==> src/rtl/tt_capture_pkg.sv <==
// Shared types and helpers for the truth-table response capture block.
package tt_capture_pkg;

    localparam int TT_N_IN     = 4;
    localparam int TT_MAX_N_IN = 8;

    typedef enum logic [2:0] {
        IDLE,
        WAIT_VEC,
        SETTLE,
        SAMPLE,
        DONE
    } tt_state_e;

    // Golden tables are widened to the largest supported size before lookup.
    function automatic logic expected_bit(
        input logic [2**TT_MAX_N_IN-1:0] golden,
        input logic [TT_MAX_N_IN-1:0]    idx
    );
        return golden[idx];
    endfunction

endpackage

==> src/rtl/tt_settle_timer.sv <==
// Settle-phase down-counter: loads a start value, counts to zero, flags zero.
module tt_settle_timer #(
    parameter int CNT_W = 4
) (
    input  logic             clk,
    input  logic             rst_n,
    input  logic             load,
    input  logic [CNT_W-1:0] load_val,
    input  logic             dec,
    output logic             zero
);

    logic [CNT_W-1:0] cnt;

    always_ff @(posedge clk or negedge rst_n) begin
        if (!rst_n) begin
            cnt <= '0;
        end else if (load) begin
            cnt <= load_val;
        end else if (dec && (cnt != '0)) begin
            cnt <= cnt - 1'b1;
        end
    end

    assign zero = (cnt == '0);

endmodule

==> src/rtl/tt_response_capture.sv <==
// Captures the observed truth table of a combinational DUT during an exhaustive sweep.
// Optional X/Z checking on s_in is enabled by defining TT_XCHECK_EN (adds err_x).
module tt_response_capture
    import tt_capture_pkg::*;
#(
    parameter int                  N_IN          = TT_N_IN,
    parameter logic [2**N_IN-1:0]  EXPECTED      = '0,
    parameter int                  SETTLE_CYCLES = 2
) (
    input  logic                clk,
    input  logic                rst_n,
    input  logic                start,
    input  logic                vec_valid,
    input  logic [N_IN-1:0]     vec_in,
    output logic                vec_ready,
    input  logic                sweep_end,
    input  logic                s_in,
    output logic [2**N_IN-1:0]  table_out,
    output logic [2**N_IN-1:0]  cov_out,
    output logic [N_IN:0]       mismatch_cnt,
    output logic                err_dup,
`ifdef TT_XCHECK_EN
    output logic                err_x,
`endif
    output logic                done,
    output logic                pass
);

    localparam int NE    = 2**N_IN;
    localparam int CNT_W = 4;

    tt_state_e          state, state_nxt;
    logic [N_IN-1:0]    vec_q;
    logic               end_pend;
    logic               accept, sample_en, clr, tmr_load, tmr_zero;
    logic               exp_bit, s_bit, s_bad, first_hit, cov_full_nxt;
    logic [NE-1:0]      vec_onehot;
`ifdef TT_XCHECK_EN
    logic               s_x;
`endif

    tt_settle_timer #(
        .CNT_W (CNT_W)
    ) u_settle_timer (
        .clk      (clk),
        .rst_n    (rst_n),
        .load     (tmr_load),
        .load_val (CNT_W'(SETTLE_CYCLES - 1)),
        .dec      (state == SETTLE),
        .zero     (tmr_zero)
    );

    assign exp_bit    = expected_bit((2**TT_MAX_N_IN)'(EXPECTED), TT_MAX_N_IN'(vec_q));
    assign first_hit  = !cov_out[vec_q];
    assign vec_onehot = {{(NE-1){1'b0}}, 1'b1} << vec_q;
    assign cov_full_nxt = &(cov_out | vec_onehot);

`ifdef TT_XCHECK_EN
    // An unknown response is recorded as 0 and always counts against the sweep.
    assign s_x   = $isunknown(s_in);
    assign s_bit = s_x ? 1'b0 : s_in;
    assign s_bad = s_x || (s_in != exp_bit);
`else
    assign s_bit = s_in;
    assign s_bad = (s_in != exp_bit);
`endif

    always_ff @(posedge clk or negedge rst_n) begin
        if (!rst_n) begin
            state <= IDLE;
        end else begin
            state <= state_nxt;
        end
    end

    // A start pulse in any state clears the results and (re)opens a sweep.
    always_comb begin
        state_nxt = state;
        vec_ready = 1'b0;
        accept    = 1'b0;
        sample_en = 1'b0;
        clr       = 1'b0;
        tmr_load  = 1'b0;
        if (start) begin
            clr       = 1'b1;
            state_nxt = WAIT_VEC;
        end else begin
            case (state)
                IDLE: begin
                    state_nxt = IDLE;
                end
                WAIT_VEC: begin
                    vec_ready = 1'b1;
                    if (vec_valid) begin
                        accept    = 1'b1;
                        tmr_load  = 1'b1;
                        state_nxt = SETTLE;
                    end else if (sweep_end) begin
                        state_nxt = DONE;
                    end
                end
                SETTLE: begin
                    if (tmr_zero) begin
                        state_nxt = SAMPLE;
                    end
                end
                SAMPLE: begin
                    sample_en = 1'b1;
                    state_nxt = (cov_full_nxt || end_pend) ? DONE : WAIT_VEC;
                end
                DONE: begin
                    state_nxt = DONE;
                end
                default: begin
                    state_nxt = IDLE;
                end
            endcase
        end
    end

    always_ff @(posedge clk) begin
        if (accept) begin
            vec_q <= vec_in;
        end
    end

    always_ff @(posedge clk or negedge rst_n) begin
        if (!rst_n) begin
            table_out    <= '0;
            cov_out      <= '0;
            mismatch_cnt <= '0;
            err_dup      <= 1'b0;
            end_pend     <= 1'b0;
`ifdef TT_XCHECK_EN
            err_x        <= 1'b0;
`endif
        end else if (clr) begin
            table_out    <= '0;
            cov_out      <= '0;
            mismatch_cnt <= '0;
            err_dup      <= 1'b0;
            end_pend     <= 1'b0;
`ifdef TT_XCHECK_EN
            err_x        <= 1'b0;
`endif
        end else begin
            if (accept && sweep_end) begin
                end_pend <= 1'b1;
            end
            if (sample_en) begin
                table_out[vec_q] <= s_bit;
                cov_out[vec_q]   <= 1'b1;
                // A repeated vector only flags the duplicate; its mismatch was already counted.
                if (!first_hit) begin
                    err_dup <= 1'b1;
                end else if (s_bad && (mismatch_cnt != '1)) begin
                    mismatch_cnt <= mismatch_cnt + 1'b1;
                end
`ifdef TT_XCHECK_EN
                if (s_x) begin
                    err_x <= 1'b1;
                end
`endif
            end
        end
    end

    assign done = (state == DONE);
`ifdef TT_XCHECK_EN
    assign pass = done && (&cov_out) && (mismatch_cnt == '0) && !err_dup && !err_x;
`else
    assign pass = done && (&cov_out) && (mismatch_cnt == '0) && !err_dup;
`endif

endmodule

==> config.mk <==
export PLATFORM = sky130hd
export DESIGN_NAME = tt_response_capture
export DESIGN_NICKNAME = d
export VERILOG_FILES = /design/src/rtl/tt_capture_pkg.sv /design/src/rtl/tt_settle_timer.sv /design/src/rtl/tt_response_capture.sv
export SDC_FILE = /design/constraint.sdc
export NUM_CORES = 1
export LEC_CHECK = 0
export ABC_AREA = 1
export BUFFER_PORTS_ARGS = -buffer_cell sky130_fd_sc_hd__clkbuf_2
export CELL_PAD_IN_SITES_DETAIL_PLACEMENT = 1
export CELL_PAD_IN_SITES_GLOBAL_PLACEMENT = 1
export CORE_MARGIN = 4
export CORE_UTILIZATION = 29
export DETAILED_ROUTE_END_ITERATION = 7
export PLACE_DENSITY = 0.61
export SYNTH_ARGS = -nofsm -noshare
export SYNTH_HDL_FRONTEND = slang
export SYNTH_HIERARCHICAL = 1
export SYNTH_SLANG_ARGS = --single-unit
==> constraint.sdc <==
create_clock -name clk -period 2.65 [get_ports clk]
set_input_delay 0.265 -clock clk [delete_from_list [all_inputs] [get_ports clk]]
set_output_delay 0.265 -clock clk [all_outputs]
set_load 0.01 [all_outputs]
==> impl_results.md, run 1 <==
- CTS sink cnt: 50
- CTS buffer count: 5
- Tmin final: 2246 ps
- Share of layout cells above drive strength 1: 0.1871
- Design area: 3219 um^2
- Mux cell area share after synthesis: 0
- Final TNS setup: 0 ps
- Core Area: 9153 um^2
- Seq/Total Area, Yosys: 0.4691
- Status: finished clean
- I/O pin count: 51
- Crit path kind: flip-flop to output port
- CP arrival: 1980 ps
- Synth unique cells: 30
- EDFF count, synth: 4
- Die footprint: 10960 um^2
- Sequential share of power: 0.483
- Pwr dens: 562.2 nW/um^2
- Largest net degree at the start of global routing: 26
- Crit-path max cell delay: 450 ps
- Simple-gate share of the synthesized area: 0.2895
- Syn Area/Cell: 7.528 um^2
- Largest cells by area after synthesis: dfrtp_1 42%, nand2_1 12%, inv_1 7.3%
- Gpl congestion: 0.8028
- First-pass GRT wire length: 13740 um
- Max Slew Vio Count: 0
- Tcrit/Tclk final: 0.8476
- Clock Power Share: 0.305
- Critical-path cell list: nor3_1 > nand3_1 > nor4_1 > clkbuf_2
- CTS tree: built
- Postcts setup bufs: 0
- Maxcap violations: 0
- Synth Instances: 360
- Post-synthesis adder-cell area fraction: 0.01847
- VDD IR-drop max: 0.0001842 V
- Yosys reg bits: 50
- Worst path top cell family by delay: simple AND/OR/NAND/NOR gates
- Pin slew with the least headroom to its limit: 789.3 ps
- Grt total ovfl: 0
- P_sw: 572.6 uW
- Synthesized area: 2710 um^2
- Logic pwr share: 0.212
- Synth Warn #: 6
- Vias: 2521
- Chip width: 104.7 um
- Layout Area Growth over Synthesis: 18.79%
- Unrepaired setup endpoints after global routing: false
- Min-Delay Path Depth: 1
- Startpoint Class: flip-flop
- Post-synth ARST share: 0.9200
- Final Hold Vio Count: 0
- H-tree Lvls: 2
- Final setup fails: 0
- Clock insertion delay at the later pin of the skew report: 310 ps
- DP HPWL: 6228 um
- R2R cell count: 7
- Max_slew headroom: 0.4732
- Post-synthesis compound-gate area fraction: 0.1210
- Largest family of logic cells by synthesized area: simple AND/OR/NAND/NOR gates
- WP data required: 2380 ps
- Port Buffers: 50
- Critical Path Stages: 4
- GRT Util Overall: 0.1540
- Most frequent cell after synthesis: nand2_1
- Synth cell count leaders: 85 x nand2_1, 53 x inv_1, 46 x dfrtp_1, 33 x a21oi_1, 31 x nor2_1
- Leak: 1.649 nW
- Ant. Diodes: 0
- Critical Path Sink Type: output port
- Critical path's slowest cell: nor3_1
- DRT antenna net count: 0
- Via density: 4.775
- Die H: 104.7 um
- Min-delay worst type: input port to flip-flop
- Worst Skew: 7.560 ps
- Initial Utilization: 0.2961
- Initial DRC count: 45
- CP Max Fanout: 4
- Longest Clk Path Bufs: 2
- Initial antenna violation count: 0
- Drt first pass iters: 4
- Switching Fraction: 0.3164
- FMAX: 445.2 MHz
- Fill count: 1173
- WP buf/inv: 1
- Placed inst area: 3099 um^2
- Xor and xnor area share after synthesis: 0.006464
- Post-synth top area share: 0.4247
- Clk slew on worst S/H paths: 100 ps
- Root Driver: clkbuf_8
- Cell row count: 35
- Drc violations: 0
- Final #Nets: 430
- WL final: 8104 um
- Top_reg_cell synth: dfrtp_1
- Int Pwr: 1.237 mW
- Routed wire per std cell: 15.35 um
- Vias in the first global route: 2636
- Post-synth top area cell: dfrtp_1
flip-flops by register name, indices dropped and copies added, names as in the netlist:
signal              count
end_pend                1
table_out              16
state                   3
u_settle_timer/cnt      4
vec_q                   4
cov_out                16
mismatch_cnt            5
err_dup                 1
cell families after synthesis:
kind of cell,after synthesis
AO/OA/AOI/OAI,62
XOR/XNOR,2
adder cells (fa/ha/maj),4
buffers and inverters,66
flip-flops,50
other,2
AND/OR/NAND/NOR,174
power by group through the flow:
stage               clock [mW]  combinational (mW)  sequential (mW)
finish                   0.553               0.383            0.874
global placement             0               0.381            0.887
global route             0.604               0.447            0.884
floorplan                    0               0.274            0.883
CTS                      0.570               0.392            0.874
detailed placement           0               0.389            0.889
worst paths after layout:
path	start	endpoint	slack, ps
max	state[0]	pass	400
min	vec_in[3]	vec_q[3]	130
max reg2reg	mismatch_cnt[0]	mismatch_cnt[2]	590
min reg2reg	table_out[4]	table_out[4]	520
max in group asynchronous	rst_n	cov_out[0]	1410
min in group asynchronous	rst_n	table_out[5]	480
per-stage QoR:
step / total power, mW / hold slack (ps) / setup WS (ps) / utilization / cells
4_1_cts: 1.836 / 126.0 / 399.5 / 0.3517 / 528
5_1_grt: 1.935 / 120.0 / 201.4 / 0.3517 / 528
3_3_place_gp: 1.269 / 286.7 / 727.3 / 0.3386 / 519
2_1_floorplan: 1.158 / -30.59 / 825.8 / - / 362
3_5_place_dp: 1.278 / 302.7 / 631.4 / 0.3386 / 519
6_report: 1.810 / 130.1 / 403.9 / 0.3517 / 528
layout make-up:
| class | count | area (um^2) | area share |
|---|---|---|---|
| sequential | 50 | 1271 | 0.3949 |
| inverter | 59 | 221.5 | 0.06879 |
| timing repair buffer | 54 | 282.8 | 0.08784 |
| clock buffer | 6 | 72.57 | 0.02254 |
| tap | 111 | 138.9 | 0.04314 |
| multi-input combinational | 246 | 1195 | 0.3712 |
| clock inverter | 2 | 37.54 | 0.01166 |
metal layers:
layer	wire length, um	vias up	share of wire	global-route usage
li1	-	1262	-	-
met1	3971	1209	0.49	0.2125
met2	3840	41	0.47	0.2565
met3	200	9	0.025	0.02162
met4	91	0	0.011	0.03561
met5	0	-	0	0
repair_timing:
action,CTS,global route
resized for setup,0,0
hold endpoints to repair,21,0
hold buffers,1,0
worst reg2reg max path, cell delays in order, from the launching register on:
cell and delay [ps]:
dfrtp_1 440, ha_1 240, and3_1 190, ha_1 170, nor3_1 540, nand2_2 200, nand3_1 110, nand2_1 60
placed cells by master (no fill, tap or decap), drive strengths merged, types with 2 or more instances in the layout:
cell type  synthesis  layout
a211oi             3       3
a21oi             33      33
buf                4       3
clkbuf             3      56
conb               2       4
dfrtp             46      46
edfxtp             4       4
ha                 4       4
inv               58      58
nand2             91      91
nand3             24      24
nand3b             2       2
nand4              8       8
nor2              38      38
nor3               6       6
nor4               3       3
o211ai             3       3
o21ai             21      21
o22ai              2       2
xor2               2       2
Note: power is estimated with default switching activity, not from simulation.
==> run 2, diff against run 1 <==
--- a/config.mk
+++ b/config.mk
@@ -5,14 +5,14 @@
 export SDC_FILE = /design/constraint.sdc
 export NUM_CORES = 1
 export LEC_CHECK = 0
-export ABC_AREA = 1
+export ABC_AREA = 0
 export BUFFER_PORTS_ARGS = -buffer_cell sky130_fd_sc_hd__clkbuf_2
 export CELL_PAD_IN_SITES_DETAIL_PLACEMENT = 1
 export CELL_PAD_IN_SITES_GLOBAL_PLACEMENT = 1
 export CORE_MARGIN = 4
 export CORE_UTILIZATION = 29
 export DETAILED_ROUTE_END_ITERATION = 7
-export PLACE_DENSITY = 0.61
+export PLACE_DENSITY = 0.57
 export SYNTH_ARGS = -nofsm -noshare
 export SYNTH_HDL_FRONTEND = slang
 export SYNTH_HIERARCHICAL = 1
==> constraint.sdc (replaced) <==
create_clock -name clk -period 2.1 [get_ports clk]
set_input_delay 0.21 -clock clk [delete_from_list [all_inputs] [get_ports clk]]
set_output_delay 0.21 -clock clk [all_outputs]
set_load 0.01 [all_outputs]
==> run 2 against run 1 <==
The flow now finishes with violations (hold timing, setup timing). Cell area up 19%. Global-route usage is 0.51 points higher. Routed wire length is 12% higher. Worst setup slack worse by 480 ps. Critical path depth rose by 3. Largest cell class is now multi-input gates. Count of clock-buffer cells in the layout stayed put. Area after synthesis grew 5.4%. Highest routed layer unchanged.
==> impl_results.md, run 2 <==
- Tmin final: 2176 ps
- Max Slew Vio Count: 0
- Synth unique cells: 68
- Top_reg_cell synth: dfrtp_1
- Mux cell area share after synthesis: 0.09326
- Vias in the first global route: 2618
- Hold buffer count at cts: 0
- EDFF count, synth: 4
- Pin slew with the least headroom to its limit: 633.2 ps
- Gpl congestion: 0.8332
- Leak: 1.862 nW
- Tcrit/Tclk final: 1.036
- Post-synth ARST share: 0.9200
- Syn Area/Cell: 9.923 um^2
- Drc violations: 0
- Worst Skew: 9.866 ps
- Ant. Diodes: 0
- Core Area: 9415 um^2
- Clk slew on worst S/H paths: 100 ps
- Port Buffers: 50
- Seq/Total Area, Yosys: 0.4448
- Post-synth top area cell: dfrtp_1
- CTS tree: built
- Xor and xnor area share after synthesis: 0.003065
- Chip width: 107.3 um
- Fin cells: 511
- Startpoint Class: flip-flop
- FMAX: 459.6 MHz
- Share of layout cells above drive strength 1: 0.4005
- CP Max Fanout: 5
- CTS sink cnt: 50
- Failing checks: hold timing, setup timing
- Yosys reg bits: 50
- Cell row count: 35
- Critical Path Sink Type: flip-flop
- Synth Warn #: 6
- Crit path kind: flip-flop to flip-flop
- CP arrival: 2410 ps
- Via density: 4.916
- Post-synthesis adder-cell area fraction: 0.01751
- I/O pin count: 51
- GRT Util Overall: 0.1591
- Unrepaired setup endpoints after global routing: true
- DP HPWL: 6442 um
- Worst flop-to-flop path startpoint: vec_q[1]
- Top Registers: cov_out (16), table_out (16), mismatch_cnt (5)
- Final setup fails: 2
- Synth Instances: 288
- Initial Utilization: 0.3035
- Maxcap violations: 0
- Commonest non-fill, non-tap cell in the layout: clkbuf_2
- Largest cells by area after synthesis: dfrtp_1 40%, mux2i_1 8.4%, nor2_1 5.4%
- Longest Clk Path Bufs: 2
- Status: finished, violations left
- Post-synthesis compound-gate area fraction: 0.1480
- Dpl cells: 489
- Final #Nets: 395
- Worst Slack Setup Final: -75.68 ps
- Drt first pass iters: 4
- Most frequent cells in the layout: 49 x clkbuf_2, 45 x dfrtp_1, 41 x buf_4
- H-tree Lvls: 2
- WL final: 9071 um
- Initial DRC count: 74
- Post-synth top area share: 0.4028
- Synthesized area: 2858 um^2
- Clock insertion delay at the later pin of the skew report: 310 ps
- Final Hold Vio Count: 10
- Grt total ovfl: 0
- Largest net degree at the start of global routing: 47
- Initial antenna violation count: 0
- First-pass GRT wire length: 14400 um
- Die footprint: 11510 um^2
- DRT antenna net count: 0
- VDD IR-drop max: 0.0002650 V
- Hold slack final: -17.17 ps
- Simple-gate share of the synthesized area: 0.2281
- Synth cell count leaders: 46 x dfrtp_1, 41 x nor2_1, 35 x nand2_1, 24 x mux2i_1, 18 x a21oi_1
- Max_slew headroom: 0.5779
- Largest family of logic cells by synthesized area: simple AND/OR/NAND/NOR gates
- Die H: 107.3 um
- CTS buffer count: 5
- Routed wire per std cell: 17.75 um
- Pwr dens: 617.5 nW/um^2
- Layout Area Growth over Synthesis: 33.67%
- Root Driver: clkbuf_8
- Most frequent cell after synthesis: dfrtp_1
- WP data required: 2340 ps
- Min-delay worst type: input port to async pin
- Setup crit start: vec_q[1]
- Total power: 2.359 mW
- Vias: 2512
[run 2: cell types whose count changed after synthesis, moves of 4 or more]
cell and delta:
a21oi_1 -15, buf_6 +4, inv_1 -41, inv_2 -5
mux2i_1 +24, nand2_1 -50, nand2_2 -5, nand3_1 -16
nand4_1 -7, nor2_1 +10, nor2_2 -4, o21a_1 +4
o21ai_0 -14, o221ai_1 +4
[run 2: through the flow]
step	setup slack [ps]	hold slack, ps	utilization	setup TNS (ps)	instance area [um^2]
after floorplan	189.0	-85.59	-	0	2865
after global placement	46.92	358.4	0.3617	0	3406
after detailed placement	-19.61	364.7	0.3617	-19.61	3406
after CTS	-56.49	16.11	0.3900	-58.53	3672
after global routing	-134.0	36.47	0.4057	-392.8	3820
final	-75.68	-17.17	0.4057	-147.0	3820
[run 2: final cells by class]
cell class	count	area, um^2
clock buffer	6	82.58
clock inverter	2	60.06
timing repair buffer	99	648.1
tap	129	161.4
multi-input combinational	213	1550
fill	1081	5595
inverter	12	45.04
sequential	50	1272
[run 2: cells by family (layout without fill, tap and decap cells)]
family	after synthesis	count (layout)
other	2	4
XOR/XNOR	1	1
AND/OR/NAND/NOR	123	123
adder cells (fa/ha/maj)	4	4
multiplexers	26	26
flip-flops	50	50
AO/OA/AOI/OAI	55	55
buffers and inverters	27	119
[run 2: layer usage]
layer | up-vias | part of all wire | global-route usage
met2 | 43 | 0.48 | 0.2583
met5 | - | 0 | 0
li1 | 1185 | - | -
met3 | 4 | 0.034 | 0.03239
met1 | 1280 | 0.48 | 0.2183
met4 | 0 | 0.0078 | 0.03562
[run 2: worst paths after layout]
path                                     to  slack, ps  depth (start not counted)
worst max register to register     state[2]        -80                          7
worst max-delay path               state[2]        -80                          7
min in group clk                   vec_q[3]         70                          1
worst min register to register     end_pend        520                          1
worst min-delay path            cov_out[15]        -20                          2
max in group asynchronous           err_dup       1670                          2
[run 2: worst max-delay path, cell delays in order, from the launching register on]
cell,delay [ps]
edfxtp_1,530
buf_6,180
or3_4,400
o221ai_2,170
nand4_1,210
o41ai_4,310
o211ai_1,150
a21oi_1,160
[run 2: what timing repair did]
action / in CTS / in global routing
pin swaps: 8 / 11
resized for setup: 14 / 24
buffers inserted: 8 / 6
endpoints found under the setup margin: 3 / 8
[run 2: report_power, final]
part | leakage, nW | total [mW] | switching [mW] | internal, mW
Combinational | 1.13 | 0.412 | 0.220 | 0.192
Clock | 0.0714 | 0.854 | 0.345 | 0.509
Sequential | 0.665 | 1.09 | 0.0650 | 1.03
